## config.mk

```make
export PLATFORM = sky130hd
export DESIGN_NAME = mux_sel_arbiter
export DESIGN_NICKNAME = d
export VERILOG_FILES = /design/src/rtl/mux_sel_arbiter_pkg.sv /design/src/rtl/mux_sel_arbiter.sv
export SDC_FILE = /design/constraint.sdc
export NUM_CORES = 1
export LEC_CHECK = 0
export BUFFER_PORTS_ARGS = -buffer_cell sky130_fd_sc_hd__buf_2
export CAP_MARGIN = 20
export CORE_AREA = 10 10 47 49
export CTS_BUF_LIST = sky130_fd_sc_hd__clkbuf_8 sky130_fd_sc_hd__clkbuf_16
export CTS_CLUSTER_SIZE = 12
export DETAILED_ROUTE_END_ITERATION = 8
export DIE_AREA = 0 0 57 59
export RECOVER_POWER = 50
export SYNTH_ARGS = -nofsm -noshare
export SYNTH_HDL_FRONTEND = slang
export SYNTH_SLANG_ARGS = --single-unit
```

## constraint.sdc

```tcl
create_clock -name clk -period 2.7 [get_ports clk]
set_input_delay 0.405 -clock clk [delete_from_list [all_inputs] [get_ports clk]]
set_output_delay 0.405 -clock clk [all_outputs]
set_load 0.01 [all_outputs]
```

## src/rtl/mux_sel_arbiter_pkg.sv

```systemverilog
// Shared encodings for the 2:1 mux select arbiter.
package mux_sel_arbiter_pkg;

    typedef enum logic [1:0] {
        ST_IDLE    = 2'd0,
        ST_GRANT_A = 2'd1,
        ST_GRANT_B = 2'd2
    } state_t;

    localparam logic SEL_A = 1'b0;
    localparam logic SEL_B = 1'b1;

endpackage

```

## src/rtl/mux_sel_arbiter.sv

```systemverilog
// Round-robin arbiter with bounded hold time driving the select of a 2:1 mux.
// All outputs are flops so the mux select never glitches.
module mux_sel_arbiter
    import mux_sel_arbiter_pkg::*;
#(
    parameter int unsigned HOLD_CYCLES = 4,
    parameter int unsigned CNT_W       = 3
) (
    input  logic clk,
    input  logic rst,
    input  logic req_a,
    input  logic req_b,
    input  logic done,
    output logic sel,
    output logic gnt_a,
    output logic gnt_b,
    output logic busy
);

    localparam logic [CNT_W-1:0] CNT_MAX = CNT_W'(HOLD_CYCLES - 1);

    state_t           r_state;
    logic [CNT_W-1:0] r_cnt;
    logic             r_last;
    logic             r_sel;
    logic             r_gnt_a;
    logic             r_gnt_b;
    logic             r_busy;

    state_t           w_state_nxt;
    logic [CNT_W-1:0] w_cnt_nxt;
    logic             w_last_nxt;
    logic             w_sel_nxt;
    logic             w_rel_a;
    logic             w_rel_b;

    assign w_rel_a = !req_a || done;
    assign w_rel_b = !req_b || done;

    // Next-state, hold counter and round-robin bookkeeping.
    always_comb begin
        w_state_nxt = r_state;
        w_cnt_nxt   = r_cnt;
        w_last_nxt  = r_last;
        w_sel_nxt   = r_sel;

        case (r_state)
            ST_IDLE: begin
                if (req_a && req_b)
                    w_state_nxt = (r_last == SEL_A) ? ST_GRANT_B : ST_GRANT_A;
                else if (req_a)
                    w_state_nxt = ST_GRANT_A;
                else if (req_b)
                    w_state_nxt = ST_GRANT_B;
            end
            ST_GRANT_A: begin
                if (w_rel_a && req_b)
                    w_state_nxt = ST_GRANT_B;
                else if (w_rel_a)
                    w_state_nxt = ST_IDLE;
                else if (req_b && (r_cnt == CNT_MAX))
                    w_state_nxt = ST_GRANT_B;
            end
            ST_GRANT_B: begin
                if (w_rel_b && req_a)
                    w_state_nxt = ST_GRANT_A;
                else if (w_rel_b)
                    w_state_nxt = ST_IDLE;
                else if (req_a && (r_cnt == CNT_MAX))
                    w_state_nxt = ST_GRANT_A;
            end
            default: w_state_nxt = ST_IDLE;
        endcase

        // Entry into a grant restarts the hold window; staying saturates.
        if ((w_state_nxt == ST_GRANT_A) && (r_state != ST_GRANT_A)) begin
            w_cnt_nxt  = '0;
            w_last_nxt = SEL_A;
            w_sel_nxt  = SEL_A;
        end else if ((w_state_nxt == ST_GRANT_B) && (r_state != ST_GRANT_B)) begin
            w_cnt_nxt  = '0;
            w_last_nxt = SEL_B;
            w_sel_nxt  = SEL_B;
        end else if ((w_state_nxt != ST_IDLE) && (r_cnt != CNT_MAX)) begin
            w_cnt_nxt  = r_cnt + CNT_W'(1);
        end
    end

    always_ff @(posedge clk) begin
        if (rst) begin
            r_state <= ST_IDLE;
            r_cnt   <= '0;
            r_last  <= SEL_B;
            r_sel   <= SEL_A;
            r_gnt_a <= 1'b0;
            r_gnt_b <= 1'b0;
            r_busy  <= 1'b0;
        end else begin
            r_state <= w_state_nxt;
            r_cnt   <= w_cnt_nxt;
            r_last  <= w_last_nxt;
            r_sel   <= w_sel_nxt;
            r_gnt_a <= (w_state_nxt == ST_GRANT_A);
            r_gnt_b <= (w_state_nxt == ST_GRANT_B);
            r_busy  <= (w_state_nxt != ST_IDLE);
        end
    end

    assign sel   = r_sel;
    assign gnt_a = r_gnt_a;
    assign gnt_b = r_gnt_b;
    assign busy  = r_busy;

endmodule
```

# [After elaboration in Yosys (flattened, before gate mapping)]
# Cells that the tools add are included.
[op_classes] n_bitwise=0 shifts=0 n_mux=13 eq_ne=8 reduce_logical=17 div=0 n_lt_le_gt_ge=0 n_addsub=1 n_mul=0
[ops] op="2-to-1 mux 2 bit" n=10
[ops] op="logical AND 1 bit" n=8
[ops] op="case mux 2 bit (3 select lines)" n=1
[ops] op="equality test 2 x 1 -> 1 bit (second input constant)" n=2
[ops] op="equality test 2 bit (second input constant)" n=2
[ops] op="nonzero test 2 bit" n=2
[ops] op="adder 3 x 1 -> 3 bit (second input constant)" n=1
[ops] op="equality test 3 x 2 -> 1 bit (second input constant)" n=1
[ops] op="inequality test 3 x 2 -> 1 bit (second input constant)" n=1
[ops] op="OR reduction 3 bit" n=1
[ops] op="logical NOT 1 bit" n=2
[ops] op="logical NOT 2 bit" n=1
[ops] op="logical OR 1 bit" n=2
[ops] op="2-to-1 mux 1 bit" n=2
[ops] op="inequality test 2 x 1 -> 1 bit (second input constant)" n=1
[ops] op="inequality test 2 bit (second input constant)" n=1
[ops] op="OR reduction 2 bit" n=1
[word_totals] latchBits=0 rom_bits=0 memories=0 ram_bits=0 register_bits=10 inputBits=5

# [Logic depth before layout (Yosys ltp)]
# Gate-level depths: netlist of the first run.
[depth] ltp_word=10 depth_mapped=7 depth_no_buf=6

# [Worst setup path before layout of the first run]
# Ideal clock, no wire load.
[synth_path] path_type="reg2reg" startpoint="reg r_cnt[0]" endpoint="reg r_cnt[0]" slack_ns=1.120 required_time_ns=2.628 path_stages_with_launch=8 t_arrival_ns=1.508 period_less_slack_ns=1.580 cell_sequence="dfxtp_1 ha_1 ha_1 buf_6 nand4bb_1 a31oi_2 nand3_1 mux2i_1"
[synth_between] elab_chain_len=9 word_cells_on_any_way=19 cone_classes="1 x add/sub; 4 x eq/ne; 7 x mux; 7 x reduce/logical"
[synth_lines] element="start, declared" line="mux_sel_arbiter.sv:23" source="logic [CNT_W-1:0] r_cnt;"
[synth_lines] element="start signal, assigned" line="mux_sel_arbiter.sv:100" source="r_cnt <= w_cnt_nxt;"
[synth_lines] element="equality test 3 x 2 -> 1 bit" line="mux_sel_arbiter.sv:61, mux_sel_arbiter.sv:69"
[synth_lines] element="logical AND 1 bit, on equally long branches" line="mux_sel_arbiter.sv:69, mux_sel_arbiter.sv:61"
[synth_lines] element="2-to-1 mux 2 bit, on equally long branches" line="mux_sel_arbiter.sv:69, mux_sel_arbiter.sv:61"
[synth_lines] element="2-to-1 mux 2 bit, on equally long branches" line="mux_sel_arbiter.sv:67, mux_sel_arbiter.sv:59"
[synth_lines] element="2-to-1 mux 2 bit, on equally long branches" line="mux_sel_arbiter.sv:65, mux_sel_arbiter.sv:57"
[synth_lines] element="case mux 2 bit (3 select lines)" line="mux_sel_arbiter.sv:47" source="case (r_state)"
[synth_lines] element="equality test 2 x 1 -> 1 bit / equality test 2 bit (equally long branches)" line="mux_sel_arbiter.sv:76, mux_sel_arbiter.sv:80"
[synth_lines] element="logical AND 1 bit, on equally long branches" line="mux_sel_arbiter.sv:76, mux_sel_arbiter.sv:80"
[synth_lines] element="OR reduction 3 bit (no line)"
# Several ways; a longest one is shown, not always the timed one.
# A chain may end at the register's enable or synchronous reset.

# [Worst setup path in the final report of the first run]
[layout_path] startpoint="reg r_cnt[0]" endpoint="reg r_busy (netlist: busy)"
[layout_between] elab_chain_len=7 word_cells_on_any_way=11 cone_classes="1 x eq/ne; 7 x mux; 3 x reduce/logical"
[layout_lines] element="equality test 3 x 2 -> 1 bit (*)" line="mux_sel_arbiter.sv:61, mux_sel_arbiter.sv:69"
[layout_lines] element="logical AND 1 bit, on equally long branches" line="mux_sel_arbiter.sv:69, mux_sel_arbiter.sv:61"
[layout_lines] element="2-to-1 mux 2 bit, on equally long branches" line="mux_sel_arbiter.sv:69, mux_sel_arbiter.sv:61"
[layout_lines] element="2-to-1 mux 2 bit, on equally long branches" line="mux_sel_arbiter.sv:67, mux_sel_arbiter.sv:59"
[layout_lines] element="2-to-1 mux 2 bit, on equally long branches" line="mux_sel_arbiter.sv:65, mux_sel_arbiter.sv:57"
[layout_lines] element="case mux 2 bit (3 select lines) (*)" line="mux_sel_arbiter.sv:47"
[layout_lines] element="nonzero test 2 bit (*)" line="mux_sel_arbiter.sv:105" source="r_busy <= (w_state_nxt != ST_IDLE);"
[layout_lines] element="end signal, assigned" line="mux_sel_arbiter.sv:105"
[layout_lines] element="end, declared" line="mux_sel_arbiter.sv:28" source="logic r_busy;"
# Every way passes the cells marked *; elsewhere a longest branch is shown, timed or not.

==> flow_summary.ini, run 1 <==
[timing]
drv_slew = 0
max_freq_ghz = 0.543
fin_crit_sh_pct = 68.3
finalSetupTns_ns = 0
slew_headroom_pct = 55.2
tightestPinTransition_ns = 0.672
skew_ns = 0.000609
final-setup-viol-count = 0
hold_viol = 0
rsz0062_at_grt = false
layout_setup_ws_ns = 0.857
min_period_ns = 1.84
worst_hold_slack_ns = 0.417

[grt]
antenna_found_initial = 0
grt_usage_pct = 6.81
grt_max_degree = 10
grt_pass1_wl_um = 1800
grt_pass1_vias = 412
grt-ovfl-total = 0

[worst_setup_path]
startpoint_type = flip-flop
r2r-start = r_cnt[0]
end_kind = flip-flop
cp_max_fo = 9
r2r_cells = 5
crit_arrival_ns = 1.97
rrSetupSlack_ns = 0.86
criticalPathCategory = reg2reg
r2r_end = busy
worst_ep_required_time_ns = 2.82

[power]
p_leak_uw = 0.000235
irDropWorstVdd_mv = 0.399
power_density_nw_per_um2 = 675

[job]
cap_viol_max_count = 0

[clock_tree]
clkTransAtPathRegs_ns = 0.05
clock_latency_ns = 0.23
postCtsHoldBufs = 0
cts_inserted_buffers = 3
clock_path_buffers = 2
htreeDepth = 1
cts_resized = 0
post_cts_buffers = 0
clock-root-buffer = clkbuf_8
cts_tree = yes
cts.sinks = 10

[synthesis]
yosysSeqAreaShare_pct = 38.8
yosys_most_used_dff = dfxtp_1
synthesis.area_um2 = 515
yosys_warnings = 0
syn_inst = 52
syn_nets = 59
synthDistinctLibCells = 26
postSynthAreaPerCell_um2 = 9.91
ys_ff_latch = 10
async_flop_share_pct = 0
synth_edf_count = 0

[layout]
nets = 71
n_fill_cell = 153
drive_above_1_share_pct = 17.5
n_antenna_cell = 0
area_growth_pct = 18.0

[place]
dp_hpwl_um = 762
pre_cts_ws_ns = 0.953
place_congestion = 0.726
io_buffers = 8

[route]
wl_met3_um = 57
drc = 0
wl_met2_um = 452
wl_met1_um = 499
totalWireLength_um = 1040
ant_nets = 0
routedWlPerCell_um = 13.2
drtPass1Iterations = 2
via_per_inst = 5.28
drt_iter0_drc = 2
maxUsedRoutingLayer = met4
vias = 417

[worst_hold_path]
holdPathEnd = r_state[1]
hold_path.class = in2reg
hold_start = rst
hold_depth = 2

[floorplan]
ioPinCount = 9
rows = 14
start_util_pct = 36.8
die_h_um = 59
die_w_um = 57
die-area_um2 = 3360
coreArea_um2 = 1400

[run_status]
status = complete, no violations
layer usage:
metal	track usage, %	up-vias
met5	0	-
met4	6.04	0
met3	2.58	5
met2	10.1	8
met1	7.43	186
li1	-	218
final cells by class:
type	count	area [µm²]	area share, %
tap	16	20.0	3.29
clock buffer	4	55.1	9.05
multi-input combinational	40	294	48.4
inverter	1	3.75	0.617
timing repair buffer	8	35.0	5.76
sequential	10	200	32.9
cells by family after synthesis:
| family | after synthesis | synth area share [%] |
|---|---|---|
| DFF | 10 | 38.8 |
| and+or+nand+nor | 23 | 29.4 |
| muxes | 3 | 5.83 |
| AOI/OAI and AO/OA | 12 | 18.2 |
| adders and majority gates | 2 | 4.85 |
| buffers and inverters | 2 | 2.91 |
state kept, by name, summed over array words and instances, names as in the netlist:
signal,flops
busy,1
r_cnt,3
r_state,2
r_last,1
gnt_b,1
sel,1
gnt_a,1
how the worst max path moves through the flow:
stage	to	depth (start not counted)	startpoint
after floorplan	r_cnt[0]	7	r_cnt[0]
after global placement	r_cnt[1]	6	r_cnt[0]
after detailed placement	r_cnt[2]	6	r_cnt[0]
after CTS	r_cnt[0]	6	r_cnt[0]
after global routing	busy	5	r_cnt[0]
final	busy	5	r_cnt[0]
through the flow:
step | instances | area, µm² | util (%) | total power (µW)
final | 79 | 608 | 43.4 | 410
after floorplan | 52 | 515 | - | 211
after global placement | 75 | 564 | 40.3 | 230
after detailed placement | 75 | 564 | 40.3 | 230
after CTS | 79 | 619 | 44.2 | 420
after global routing | 79 | 608 | 43.4 | 432
cells in the mapped netlist, types with 2 or more instances:
cell,number,area (µm²)
and2b_1,2,15.0
nand3b_1,4,30.0
nand2_1,2,7.51
nand3_1,5,25.0
dfxtp_1,10,200
a21oi_1,5,25.0
ha_1,2,25.0
o21ai_0,2,10.0
mux2i_1,3,30.0
worst max-delay path: stages (launching register included):
cell      delay (ns)
dfxtp_1         0.31
ha_1            0.19
ha_1            0.27
o221ai_1        0.56
a21oi_1         0.16
or2_1           0.23
power breakdown:
group | leakage, µW | internal, µW | switching [µW] | total [µW]
Combinational | 0.000124 | 26.1 | 31.8 | 58.0
Sequential | 0.0000823 | 160 | 7.39 | 167
Clock | 0.0000288 | 128 | 57.3 | 185
Total | 0.000235 | 314 | 96.6 | 410
cells in the final DEF, fill, tap and decap left out, drive strengths merged:
| cell type | count |
|---|---|
| o21ai | 3 |
| nand2 | 2 |
| nand2b | 1 |
| nand3 | 5 |
| a31oi | 1 |
| nand4b | 1 |
| nand4bb | 1 |
| mux2i | 3 |
| clkbuf | 8 |
| a211o | 1 |
| or2 | 1 |
| ha | 2 |
| and2b | 3 |
| and3 | 1 |
| inv | 1 |
| a21oi | 5 |
| dfxtp | 10 |
| o211a | 1 |
| or3 | 1 |
| nor2 | 1 |
| nand3b | 4 |
| buf | 4 |
| or4b | 1 |
| o221ai | 1 |
| nand4 | 1 |
No activity file was read; power rests on OpenSTA's default activity.
==> run 2: changes to the inputs <==
- ABC_AREA: unset -> 1
- clock period: 2.7 -> 1.7 ns (I/O delays scaled with it)
==> flow_summary.ini, run 2 <==
[timing]
slew_headroom_pct = 84.7
fin_crit_sh_pct = 94.5
layout_setup_ws_ns = 0.0934
skew_ns = 0.00110
final-setup-viol-count = 0
finalSetupTns_ns = 0
rsz0062_at_grt = false
worst_hold_slack_ns = 0.271
hold_viol = 0
drv_slew = 0
tightestPinTransition_ns = 0.229
max_freq_ghz = 0.622
min_period_ns = 1.61

[worst_setup_path]
crit_arrival_ns = 1.73
cp_max_fo = 4
r2r_cells = 11
end_kind = flip-flop
criticalPathCategory = reg2reg
worst_ep_required_time_ns = 1.82
startpoint_type = flip-flop

[synthesis]
synthAdderAreaFrac_pct = 4.33
synth.mux.area_fraction_pct = 0
synthesis.area_um2 = 578
synth_edf_count = 0
synth_compound_area_share_pct = 6.93
synth_top_family_by_area = simple AND/OR/NAND/NOR gates
yosys_warnings = 0
synthDistinctLibCells = 16
ys_ff_latch = 10
synth-xor-area-share_pct = 0
synthSimpleGateAreaFrac_pct = 40.5
netlist_top_cells_area = dfxtp_1 35%, inv_1 11%, nand2_1 11%
yosys.area.top_type = dfxtp_1
async_flop_share_pct = 0
syn_inst = 86
syn_nets = 93
synth_top_area_share_pct = 34.6
synth_common_cells = 17 x inv_1, 17 x nand2_1, 10 x dfxtp_1, 10 x nand3_1, 10 x nor2_1
postSynthAreaPerCell_um2 = 6.72
yosysSeqAreaShare_pct = 34.6
yosys_most_used_dff = dfxtp_1

[layout]
mostFrequentLayoutCells = 16 x nand2_1, 15 x inv_1, 10 x nor2_1, 10 x dfxtp_1, 9 x nand3_1
final_common_cell = nand2_1
n_antenna_cell = 0
top_register = r_cnt
reg.largest.list = r_cnt x3, r_state x2
area_growth_pct = 24.2
nets = 109
largest_reg_flops = 3
drive_above_1_share_pct = 31.0

[clock_tree]
clock-root-buffer = clkbuf_8
htreeDepth = 1
clock_latency_ns = 0.23
clock_path_buffers = 2
cts.sinks = 10
clkTransAtPathRegs_ns = 0.04
cts_inserted_buffers = 3
cts_tree = yes

[grt]
antenna_found_initial = 0
grt_pass1_vias = 506
grt_usage_pct = 7.11
grt-ovfl-total = 0
grt_max_degree = 8
grt_pass1_wl_um = 1960

[floorplan]
rows = 14
start_util_pct = 41.2
ioPinCount = 9
die-area_um2 = 3360
coreArea_um2 = 1400
die_w_um = 57
die_h_um = 59

[route]
drtPass1Iterations = 4
routedWlPerCell_um = 10.8
wl_met2_um = 563
drt_iter0_drc = 12
wl_met3_um = 70
vias = 530
totalWireLength_um = 1250
via_per_inst = 4.57
drc = 0
ant_nets = 0
maxUsedRoutingLayer = met4
wl_met1_um = 589

[place]
dp_hpwl_um = 946
io_buffers = 8
place_congestion = 0.856
pre_cts_ws_ns = 0.0884

[power]
p_leak_uw = 0.000373
irDropWorstVdd_mv = 0.562
power_density_nw_per_um2 = 1020

[worst_hold_path]
hold_path.class = in2reg
hold_depth = 3

[run_status]
status = complete, no violations

[job]
cap_viol_max_count = 0
run 2: worst max-delay path: stages, from the launching register on:
cell and delay [ns]:
dfxtp_1 0.35, ha_1 0.16, ha_2 0.22, nand2_1 0.06
nand3_1 0.07, nor2_1 0.05, inv_1 0.07, nand3_2 0.11
o21bai_4 0.17, inv_1 0.08, nor2_1 0.11, nor2_1 0.06
run 2: worst paths after layout:
check	from	to	slack, ns
worst min-delay path	rst	r_last	0.27
worst min register to register	r_last	r_last	0.46
worst max-delay path	r_cnt[0]	r_cnt[2]	0.09
worst max register to register	r_cnt[0]	r_cnt[2]	0.09
run 2: timing repair:
action | 4_1_cts | 5_1_grt
setup endpoints to repair | 0 | 3
endpoints found under the hold margin | 0 | 0
gates resized for setup | 0 | 7
buffers inserted | 0 | 2
hold buffers | 0 | 0
run 2: area by class of cell:
type | instances | area, µm²
Tap cell | 16 | 20.0
Inverter | 21 | 78.8
Clock buffer | 3 | 41.3
Multi-Input combinational cell | 55 | 320
Timing Repair Buffer | 11 | 57.6
Fill cell | 148 | 683
Sequential cell | 10 | 200
run 2: routing by layer:
layer | up-vias | GRT usage, %
li1 | 287 | -
met1 | 226 | 8.40
met2 | 12 | 10.4
met3 | 5 | 2.58
met4 | 0 | 5.03
met5 | - | 0
run 2: where the power goes:
part           switching (µW)  leakage [µW]  internal [µW]
clock                    80.1     0.0000216            154
combinational             129      0.000269           83.9
sequential               19.0     0.0000824            265
total                     228      0.000373            503
run 2: through the flow:
stage                     instance area, µm²  util, %  std cells  total power (µW)
final                                    718     51.2        116               731
after global routing                     718     51.2        116               776
after CTS                                687     49.0        114               720
after detailed placement                 646     46.1        111               479
after global placement                   646     46.1        111               478
after floorplan                          578        -         86               431
run 2: cells by family (layout without fill, tap and decap cells):
group	Yosys count	count (layout)
compound gates	6	6
fa+ha+maj	2	2
buf+inv	21	35
flops	10	10
simple gates	47	47
